**src/rtl/riscv_pkg.sv**
```systemverilog
// Shared RV32I execute-stage types: ALUOp encodings, ALU control, branch funct3 codes, opcodes.
package riscv_pkg;
  localparam int XLEN   = 32;
  localparam int REG_AW = 5;

  localparam logic [1:0] ALUOP_ADD    = 2'b00;
  localparam logic [1:0] ALUOP_BRANCH = 2'b01;
  localparam logic [1:0] ALUOP_FUNCT  = 2'b10;

  localparam logic [2:0] F3_BEQ  = 3'b000;
  localparam logic [2:0] F3_BNE  = 3'b001;
  localparam logic [2:0] F3_BLT  = 3'b100;
  localparam logic [2:0] F3_BGE  = 3'b101;
  localparam logic [2:0] F3_BLTU = 3'b110;
  localparam logic [2:0] F3_BGEU = 3'b111;

  localparam logic [6:0] OPCODE_R = 7'b0110011;

  typedef enum logic [3:0] {
    ALU_ADD, ALU_SUB, ALU_SLL, ALU_SLT, ALU_SLTU,
    ALU_XOR, ALU_SRL, ALU_SRA, ALU_OR, ALU_AND
  } alu_ctrl_t;

  // funct7[5] only selects SUB for register-register ops; addi ignores it.
  function automatic alu_ctrl_t alu_decode(input logic [1:0] aluop, input logic [2:0] funct3,
                                           input logic funct7b5, input logic [6:0] opcode);
    alu_decode = ALU_ADD;
    case (aluop)
      ALUOP_ADD:    alu_decode = ALU_ADD;
      ALUOP_BRANCH: alu_decode = ALU_SUB;
      ALUOP_FUNCT: begin
        case (funct3)
          3'b000:  alu_decode = (funct7b5 && opcode == OPCODE_R) ? ALU_SUB : ALU_ADD;
          3'b001:  alu_decode = ALU_SLL;
          3'b010:  alu_decode = ALU_SLT;
          3'b011:  alu_decode = ALU_SLTU;
          3'b100:  alu_decode = ALU_XOR;
          3'b101:  alu_decode = funct7b5 ? ALU_SRA : ALU_SRL;
          3'b110:  alu_decode = ALU_OR;
          default: alu_decode = ALU_AND;
        endcase
      end
      default:      alu_decode = ALU_ADD;
    endcase
  endfunction
endpackage

```
**src/rtl/exec_alu.sv**
```systemverilog
// Combinational RV32I ALU; the comparison flags always describe a versus b regardless of ctrl.
module exec_alu
  import riscv_pkg::*;
(
  input  alu_ctrl_t         ctrl,
  input  logic [XLEN-1:0]   a,
  input  logic [XLEN-1:0]   b,
  output logic [XLEN-1:0]   result,
  output logic              zero,
  output logic              lt,
  output logic              ltu
);
  logic [$clog2(XLEN)-1:0] shamt;

  assign shamt = b[$clog2(XLEN)-1:0];
  assign zero  = (a == b);
  assign lt    = ($signed(a) < $signed(b));
  assign ltu   = (a < b);

  always_comb begin
    result = '0;
    case (ctrl)
      ALU_ADD:  result = a + b;
      ALU_SUB:  result = a - b;
      ALU_SLL:  result = a << shamt;
      ALU_SLT:  result = {{(XLEN-1){1'b0}}, lt};
      ALU_SLTU: result = {{(XLEN-1){1'b0}}, ltu};
      ALU_XOR:  result = a ^ b;
      ALU_SRL:  result = a >> shamt;
      ALU_SRA:  result = XLEN'($signed(a) >>> shamt);
      ALU_OR:   result = a | b;
      ALU_AND:  result = a & b;
      default:  result = '0;
    endcase
  end
endmodule

```
**src/rtl/execute_cycle.sv**
```systemverilog
// EX stage: operand forwarding, ALU control, branch resolution and the EX/MEM pipeline register.
module execute_cycle
  import riscv_pkg::*;
(
  input  logic              clk,
  input  logic              rst,
  input  logic              BranchE,
  input  logic              MemReadE,
  input  logic              MemWriteE,
  input  logic              memtoRegE,
  input  logic              RegWriteE,
  input  logic              ALUSrcE,
  input  logic [1:0]        ALUOpE,
  input  logic [XLEN-1:0]   PCE,
  input  logic [XLEN-1:0]   ReadData1E,
  input  logic [XLEN-1:0]   ReadData2E,
  input  logic [XLEN-1:0]   immediateE,
  input  logic [XLEN-1:0]   InstrE,
  input  logic              RegWriteW,
  input  logic [REG_AW-1:0] RdW,
  input  logic [XLEN-1:0]   WriteDataW,
  input  logic              StallM,
  output logic              RegWriteM,
  output logic              MemReadM,
  output logic              MemWriteM,
  output logic              memtoRegM,
  output logic [XLEN-1:0]   ALUResultM,
  output logic [XLEN-1:0]   WriteDataM,
  output logic [REG_AW-1:0] RdM,
  output logic              PCSrcE,
  output logic [XLEN-1:0]   PCTargetE
);
  logic [REG_AW-1:0] rs1, rs2, rd;
  logic [2:0]        funct3;
  logic [XLEN-1:0]   fwd_a, fwd_b, src_b, alu_result;
  logic              zero, lt, ltu, taken;
  alu_ctrl_t         alu_ctrl;
  logic [5:0]        unused_instr;

  assign rs1          = InstrE[19:15];
  assign rs2          = InstrE[24:20];
  assign rd           = InstrE[11:7];
  assign funct3       = InstrE[14:12];
  assign unused_instr = {InstrE[31], InstrE[29:25]};

  // M beats W so the youngest producer wins; x0 is hardwired and never forwarded.
  always_comb begin
    fwd_a = ReadData1E;
    if (RegWriteM && RdM != '0 && RdM == rs1)      fwd_a = ALUResultM;
    else if (RegWriteW && RdW != '0 && RdW == rs1) fwd_a = WriteDataW;
  end

  always_comb begin
    fwd_b = ReadData2E;
    if (RegWriteM && RdM != '0 && RdM == rs2)      fwd_b = ALUResultM;
    else if (RegWriteW && RdW != '0 && RdW == rs2) fwd_b = WriteDataW;
  end

  assign src_b    = ALUSrcE ? immediateE : fwd_b;
  assign alu_ctrl = alu_decode(ALUOpE, funct3, InstrE[30], InstrE[6:0]);

  exec_alu u_alu (
    .ctrl   (alu_ctrl),
    .a      (fwd_a),
    .b      (src_b),
    .result (alu_result),
    .zero   (zero),
    .lt     (lt),
    .ltu    (ltu)
  );

  always_comb begin
    taken = 1'b0;
    case (funct3)
      F3_BEQ:  taken = zero;
      F3_BNE:  taken = !zero;
      F3_BLT:  taken = lt;
      F3_BGE:  taken = !lt;
      F3_BLTU: taken = ltu;
      F3_BGEU: taken = !ltu;
      default: taken = 1'b0;
    endcase
  end

  assign PCSrcE    = BranchE && taken;
  assign PCTargetE = PCE + immediateE;

  always_ff @(posedge clk or negedge rst) begin
    if (!rst) begin
      RegWriteM  <= 1'b0;
      MemReadM   <= 1'b0;
      MemWriteM  <= 1'b0;
      memtoRegM  <= 1'b0;
      ALUResultM <= '0;
      WriteDataM <= '0;
      RdM        <= '0;
    end else if (!StallM) begin
      RegWriteM  <= RegWriteE;
      MemReadM   <= MemReadE;
      MemWriteM  <= MemWriteE;
      memtoRegM  <= memtoRegE;
      ALUResultM <= alu_result;
      WriteDataM <= fwd_b;
      RdM        <= rd;
    end
  end
endmodule

```
**config.mk**
```make
export PLATFORM = sky130hd
export DESIGN_NAME = execute_cycle
export DESIGN_NICKNAME = d
export VERILOG_FILES = /design/src/rtl/riscv_pkg.sv /design/src/rtl/exec_alu.sv /design/src/rtl/execute_cycle.sv
export SDC_FILE = /design/constraint.sdc
export NUM_CORES = 1
export LEC_CHECK = 0
export CAP_MARGIN = 0
export CORE_ASPECT_RATIO = 2
export CORE_UTILIZATION = 49
export DETAILED_ROUTE_END_ITERATION = 10
export GPL_TIMING_DRIVEN = 0
export PLACE_DENSITY = 0.78
export SYNTH_ARGS = -nofsm -noshare
export SYNTH_HDL_FRONTEND = slang
export SYNTH_SLANG_ARGS = --single-unit
```
**constraint.sdc**
```tcl
create_clock -name clk -period 8.35 [get_ports clk]
set_input_delay 1.67 -clock clk [delete_from_list [all_inputs] [get_ports clk]]
set_output_delay 1.67 -clock clk [all_outputs]
set_load 0.05 [all_outputs]
```
==> results.py, run 1 <==
metrics = {
    "die": {
        "dieWidth_um": 124,
        "fp.dieH_um": 246,
        "initial_utilization_pct": 49.8,
        "row_count": 89,
        "ioPinCount": 315,
    },
    "global_route": {
        "grt_use_total_pct": 83.2,
        "grt_max_degree": 65,
        "grt_pass1_wl_um": 190000,
        "first_global_vias": 24700,
        "global_route.overflow_total": 961,
    },
    "synthesis": {
        "synth.distinct_cells": 96,
        "synthesis.yosys.warnings": 0,
        "synth_nets": 2496,
        "synth_enable_flop_cells": 0,
        "syn_area_um2": 14600,
        "postSynthAreaPerCell_um2": 6.80,
        "yosysSeqAreaShare_pct": 12.5,
        "register_bit_total_from_synthesis": 73,
        "main_flop_type_after_synthesis": "sky130_fd_sc_hd__dfrtp_1",
        "syn-instance-count": 2153,
        "postSynth.asyncResetShare_pct": 100,
    },
    "placement": {
        "hpwlAfterDp_um": 80500,
        "dpl_worst_slack_ps": -3020,
        "routabilityCongestion": 1.35,
        "io_port_bufs": 305,
    },
    "cts": {
        "clkSinkCount": 73,
        "cts-htree-levels": 3,
        "clock_tree.root_cell": "sky130_fd_sc_hd__clkbuf_16",
        "clock_buffer_count_from_cts": 9,
        "clk_path_buf_depth": 2,
    },
    "status": {
        "outcome": "stopped before the end",
        "error_line": "[ERROR GRT-0116] Global routing finished with congestion. Check the congestion regions in the DRC Viewer.",
        "failed_stage": "5_1_grt",
    },
}
cell families after synthesis:
kind of cell	synth area share, %
xor+xnor	3.89
simple gates	23.6
buf+inv	6.90
mux	8.04
flops	12.5
compound gates	33.5
fa+ha+maj	11.6
stage by stage:
stage	instances	util [%]	hold slack [ps]	TNS (ps)	area, um^2
floorplan	2153	-	740	0	14600
detailed placement	2824	61.8	460	-18560	18200
global placement	2822	61.7	457	-19080	18100
CTS	2847	66.0	478	0	19400
what timing repair did:
action,in CTS
pin swaps,22
resized for setup,185
buffers inserted,20
hold buffers,0
endpoints found under the setup margin,21
cell usage after synthesis, drive strengths merged (54+ instances only):
cell,number,share of area [%]
clkbuf,100,2.6
nand2,269,6.9
o21ai,204,7.0
nor3,96,3.3
a31oi,54,2.3
dfrtp,73,12
nand3,93,3.2
ha,131,11
a21oi,185,6.4
mux2i,68,4.7
inv,113,2.9
nor2,183,4.8
routing by layer:
metal / GRT overflow / GRT usage [%]
met1: 18 / 79.6
met2: 640 / 103
met3: 17 / 65.4
met4: 283 / 86.8
met5: 3 / 26.0
==> inputs of run 2 (changes only) <==
- CORE_ASPECT_RATIO: 2 -> default
- CORE_UTILIZATION: 49 -> 37
- PLACE_DENSITY: 0.78 -> default
- PLACE_DENSITY_LB_ADDON: default -> 0.15
- clock period: 8.35 -> 10.85 ns (I/O delays scaled with it)
==> results.py, run 2 <==
metrics = {
    "synthesis": {
        "synthesis.yosys.warnings": 0,
        "postSynthAreaPerCell_um2": 6.80,
        "yosysSeqAreaShare_pct": 12.5,
        "post-synth-top-area-fraction_pct": 12.5,
        "main_flop_type_after_synthesis": "sky130_fd_sc_hd__dfrtp_1",
        "top_area_cells_in_the_synthesized_netlist": "sky130_fd_sc_hd__dfrtp_1 (12%), sky130_fd_sc_hd__ha_1 (11%), sky130_fd_sc_hd__nand2_1 (6.9%)",
        "syn-instance-count": 2153,
        "synth.distinct_cells": 96,
        "synthTopCellsByCount": "sky130_fd_sc_hd__nand2_1 (269), sky130_fd_sc_hd__a21oi_1 (184), sky130_fd_sc_hd__o21ai_0 (183), sky130_fd_sc_hd__nor2_1 (180), sky130_fd_sc_hd__ha_1 (131)",
        "synthMostInstantiatedCell": "sky130_fd_sc_hd__nand2_1",
        "synth_area_leader_cell": "sky130_fd_sc_hd__dfrtp_1",
        "postSynth.asyncResetShare_pct": 100,
        "register_bit_total_from_synthesis": 73,
        "synth_nets": 2496,
        "synth_enable_flop_cells": 0,
        "syn_area_um2": 14600,
    },
    "placement": {
        "routabilityCongestion": 1.08,
        "dp_cells": 2977,
        "hpwlAfterDp_um": 79700,
        "placement.cell_area_um2": 18400,
        "io_port_bufs": 305,
    },
    "die": {
        "fp.dieH_um": 201,
        "floorplan.core_area_um2": 38800,
        "ioPinCount": 315,
        "dieWidth_um": 201,
        "fp.dieArea_um2": 40300,
        "initial_utilization_pct": 37.7,
        "row_count": 72,
    },
    "cts": {
        "clock_tree.root_cell": "sky130_fd_sc_hd__clkbuf_16",
        "clkSinkCount": 73,
        "cts-htree-levels": 3,
        "clock_buffer_count_from_cts": 9,
        "worst_skew_pair.late_latency_ps": 390,
        "cts.reportedPaths.clkPinSlew_ps": 60,
        "clk_path_buf_depth": 2,
        "tritoncts_clock_tree": "built",
    },
    "layout": {
        "share_of_post_route_cells_with_drive_strength_above_1_pct": 6.05,
        "flow.area_growth_from_synthesis_pct": 29.0,
        "top_regs": "ALUResultM x32, WriteDataM x32, RdM x5",
        "layout_commonest_cell": "sky130_fd_sc_hd__clkdlybuf4s50_1",
        "layout.cells.most_common_list": "sky130_fd_sc_hd__clkdlybuf4s50_1 (303), sky130_fd_sc_hd__nand2_1 (269), sky130_fd_sc_hd__a21oi_1 (184), sky130_fd_sc_hd__o21ai_0 (181), sky130_fd_sc_hd__nor2_1 (179)",
        "finish.net_count": 2817,
        "finalNonFillerCells": 3000,
        "final_core_util_pct": 48.6,
        "layout.cell_area.non_filler_um2": 18900,
    },
    "worst_setup_path": {
        "critical_path_arrival_ps": 8490,
        "critical_path.max_stage_delay_ps": 680,
        "required_ps": 8680,
        "crit_path_cell_trace": "clkdlybuf4s50_1, xor2_1, or4b_1, clkbuf_1, nor2_4, clkbuf_2, mux2i_1, o21ai_0, nand2_1, nand2_1, ha_1, or4_1, nor2_1, nand3_1, or4_1, nor4_2, xnor2_1, nor3_1, a21oi_1, nor2b_1, clkdlybuf4s15_2",
        "crit_path_top_delay_cell": "sky130_fd_sc_hd__o21ai_0",
        "end_kind": "output port",
        "crit_buf_inv": 4,
        "cp-start-kind": "input pin",
        "critical_setup_path_kind": "input pin to output port",
        "critical_path_peak_fanout": 10,
        "crit_family": "simple AND/OR/NAND/NOR gates",
    },
    "global_route": {
        "grt_pass1_wl_um": 137000,
        "grt_use_total_pct": 46.8,
        "grt_util_met1_pct": 58.3,
        "use_met3_pct": 14.8,
        "grt.busiest_layer": "met2",
        "global_route.overflow_total": 0,
        "first_global_vias": 18900,
        "grt_max_degree": 58,
        "groute.layer.met2.usage_pct": 68.5,
        "grt_antenna_before_repair": 6,
    },
    "status": {
        "failed_checks": "capacitance limit, slew limit",
        "outcome": "finished, violations left",
    },
    "power_and_ir_drop": {
        "clkPwrFrac_pct": 15.8,
        "power.combinational.fraction_pct": 66.5,
        "total_switching_power_mw": 1.39,
        "seq_power_share_pct": 17.7,
        "swShare_pct": 56.2,
        "total_power_mw": 2.48,
        "power.ir.vdd_worst_mv": 0.153,
        "internal_power_mw": 1.08,
        "pwr_density_cell_nw_per_um2": 131,
        "total_leakage_power_nw": 7.55,
    },
    "route": {
        "drt_drc_violations_left": 0,
        "drt-pass1-iter-count": 6,
        "routedWlPerCell_um": 32.6,
        "route.antenna.remaining_nets": 0,
        "detailed_route_via_count": 20400,
        "drt_iter0_drc": 3407,
        "finalWirelength_um": 97700,
        "vias_per_cell": 6.81,
    },
    "timing": {
        "fin_worst_skew_ps": 13.2,
        "slew_headroom_pct": -0.750,
        "tightest_slew_ps": 1500,
        "achievable-frequency_mhz": 93.8,
        "grt_setup_unrepaired": "false",
        "final_hold_viol_count": 0,
        "post-route-period-util_pct": 98.2,
        "fin_setup_tns_ps": 0,
        "final_max_slew_viol_count": 6,
        "final-setup-viol-count": 0,
        "min_period_ps": 10660,
    },
    "run": {
        "max_cap_viol_count": 3,
    },
    "hold_path": {
        "hold_path.class": "flop to flop",
    },
}
-- run 2: cell counts after synthesis --
No cell type changed its count.
-- run 2: final timing paths --
kind	from	endpoint	slack, ps	depth (start not counted)
worst min-delay path	WriteDataM[14]$_DFFE_PN0N_	WriteDataM[14]$_DFFE_PN0N_	480	2
worst max-delay path	RdW[2]	PCSrcE	190	21
worst max register to register	RdM[2]$_DFFE_PN0N_	ALUResultM[28]$_DFFE_PN0N_	3010	20
min in group asynchronous	rst	RdM[2]$_DFFE_PN0N_	1670	1
max in group asynchronous	rst	ALUResultM[31]$_DFFE_PN0N_	8530	2
worst min register to register	WriteDataM[14]$_DFFE_PN0N_	WriteDataM[14]$_DFFE_PN0N_	480	2
-- run 2: worst min-delay path: stages (launching register included) --
cell	delay, ps
sky130_fd_sc_hd__dfrtp_1	340
sky130_fd_sc_hd__nand2_1	60
sky130_fd_sc_hd__nand2_1	50
-- run 2: stage by stage --
step | setup slack, ps | hold WS [ps]
2_1_floorplan | 907 | 740
3_3_place_gp | -1380 | 455
3_5_place_dp | -1370 | 458
4_1_cts | 9.50 | 473
5_1_grt | 3.74 | 494
6_report | 192 | 478
-- run 2: final cells by class --
cell class	instances	area (um^2)
multi-input cells	1823	11900
well taps	518	648
inverters	114	428
diodes	3	7.51
plain buffers	141	602
repair buffers	312	3120
clock inverters	4	98.8
flip-flops and latches	73	1830
fillers	3929	19900
clock buffers	12	256
-- run 2: cell families after synthesis --
logic type	count (synthesis)	synth area share, %
XOR/XNOR	65	3.89
buffers and inverters	257	6.90
AO/OA/AOI/OAI	756	33.5
flip-flops	73	12.5
adder cells (fa/ha/maj)	134	11.6
multiplexers	110	8.04
AND/OR/NAND/NOR	758	23.6
-- run 2: what timing repair did --
action,in CTS,in global routing
resized for setup,22,15
pin swaps,0,1
setup endpoints to repair,1,1
setup buffers,0,5
hold buffers,0,0
-- run 2: layer usage --
metal | routed length (um) | vias up | part of all wire [%]
met5 | 40 | - | 0.041
met4 | 8550 | 6 | 8.8
met3 | 12600 | 459 | 13
met2 | 39400 | 1702 | 40
met1 | 37100 | 9681 | 38
li1 | - | 8574 | -
-- run 2: power groups by stage --
stage	Combinational [mW]	Sequential (mW)	Clock, mW
final	1.65	0.438	0.392
after floorplan	0.781	0.538	0
after detailed placement	1.57	0.429	0
after CTS	1.58	0.425	0.391
after global placement	1.56	0.431	0
after global routing	1.70	0.430	0.400
Power figures use the tool's default switching activity.
==> inputs of run 3 (changes only) <==
- SKIP_LAST_GASP: default -> 1
==> results of run 3 <==
Final layout, timing and power as in run 2 (identical DEF).
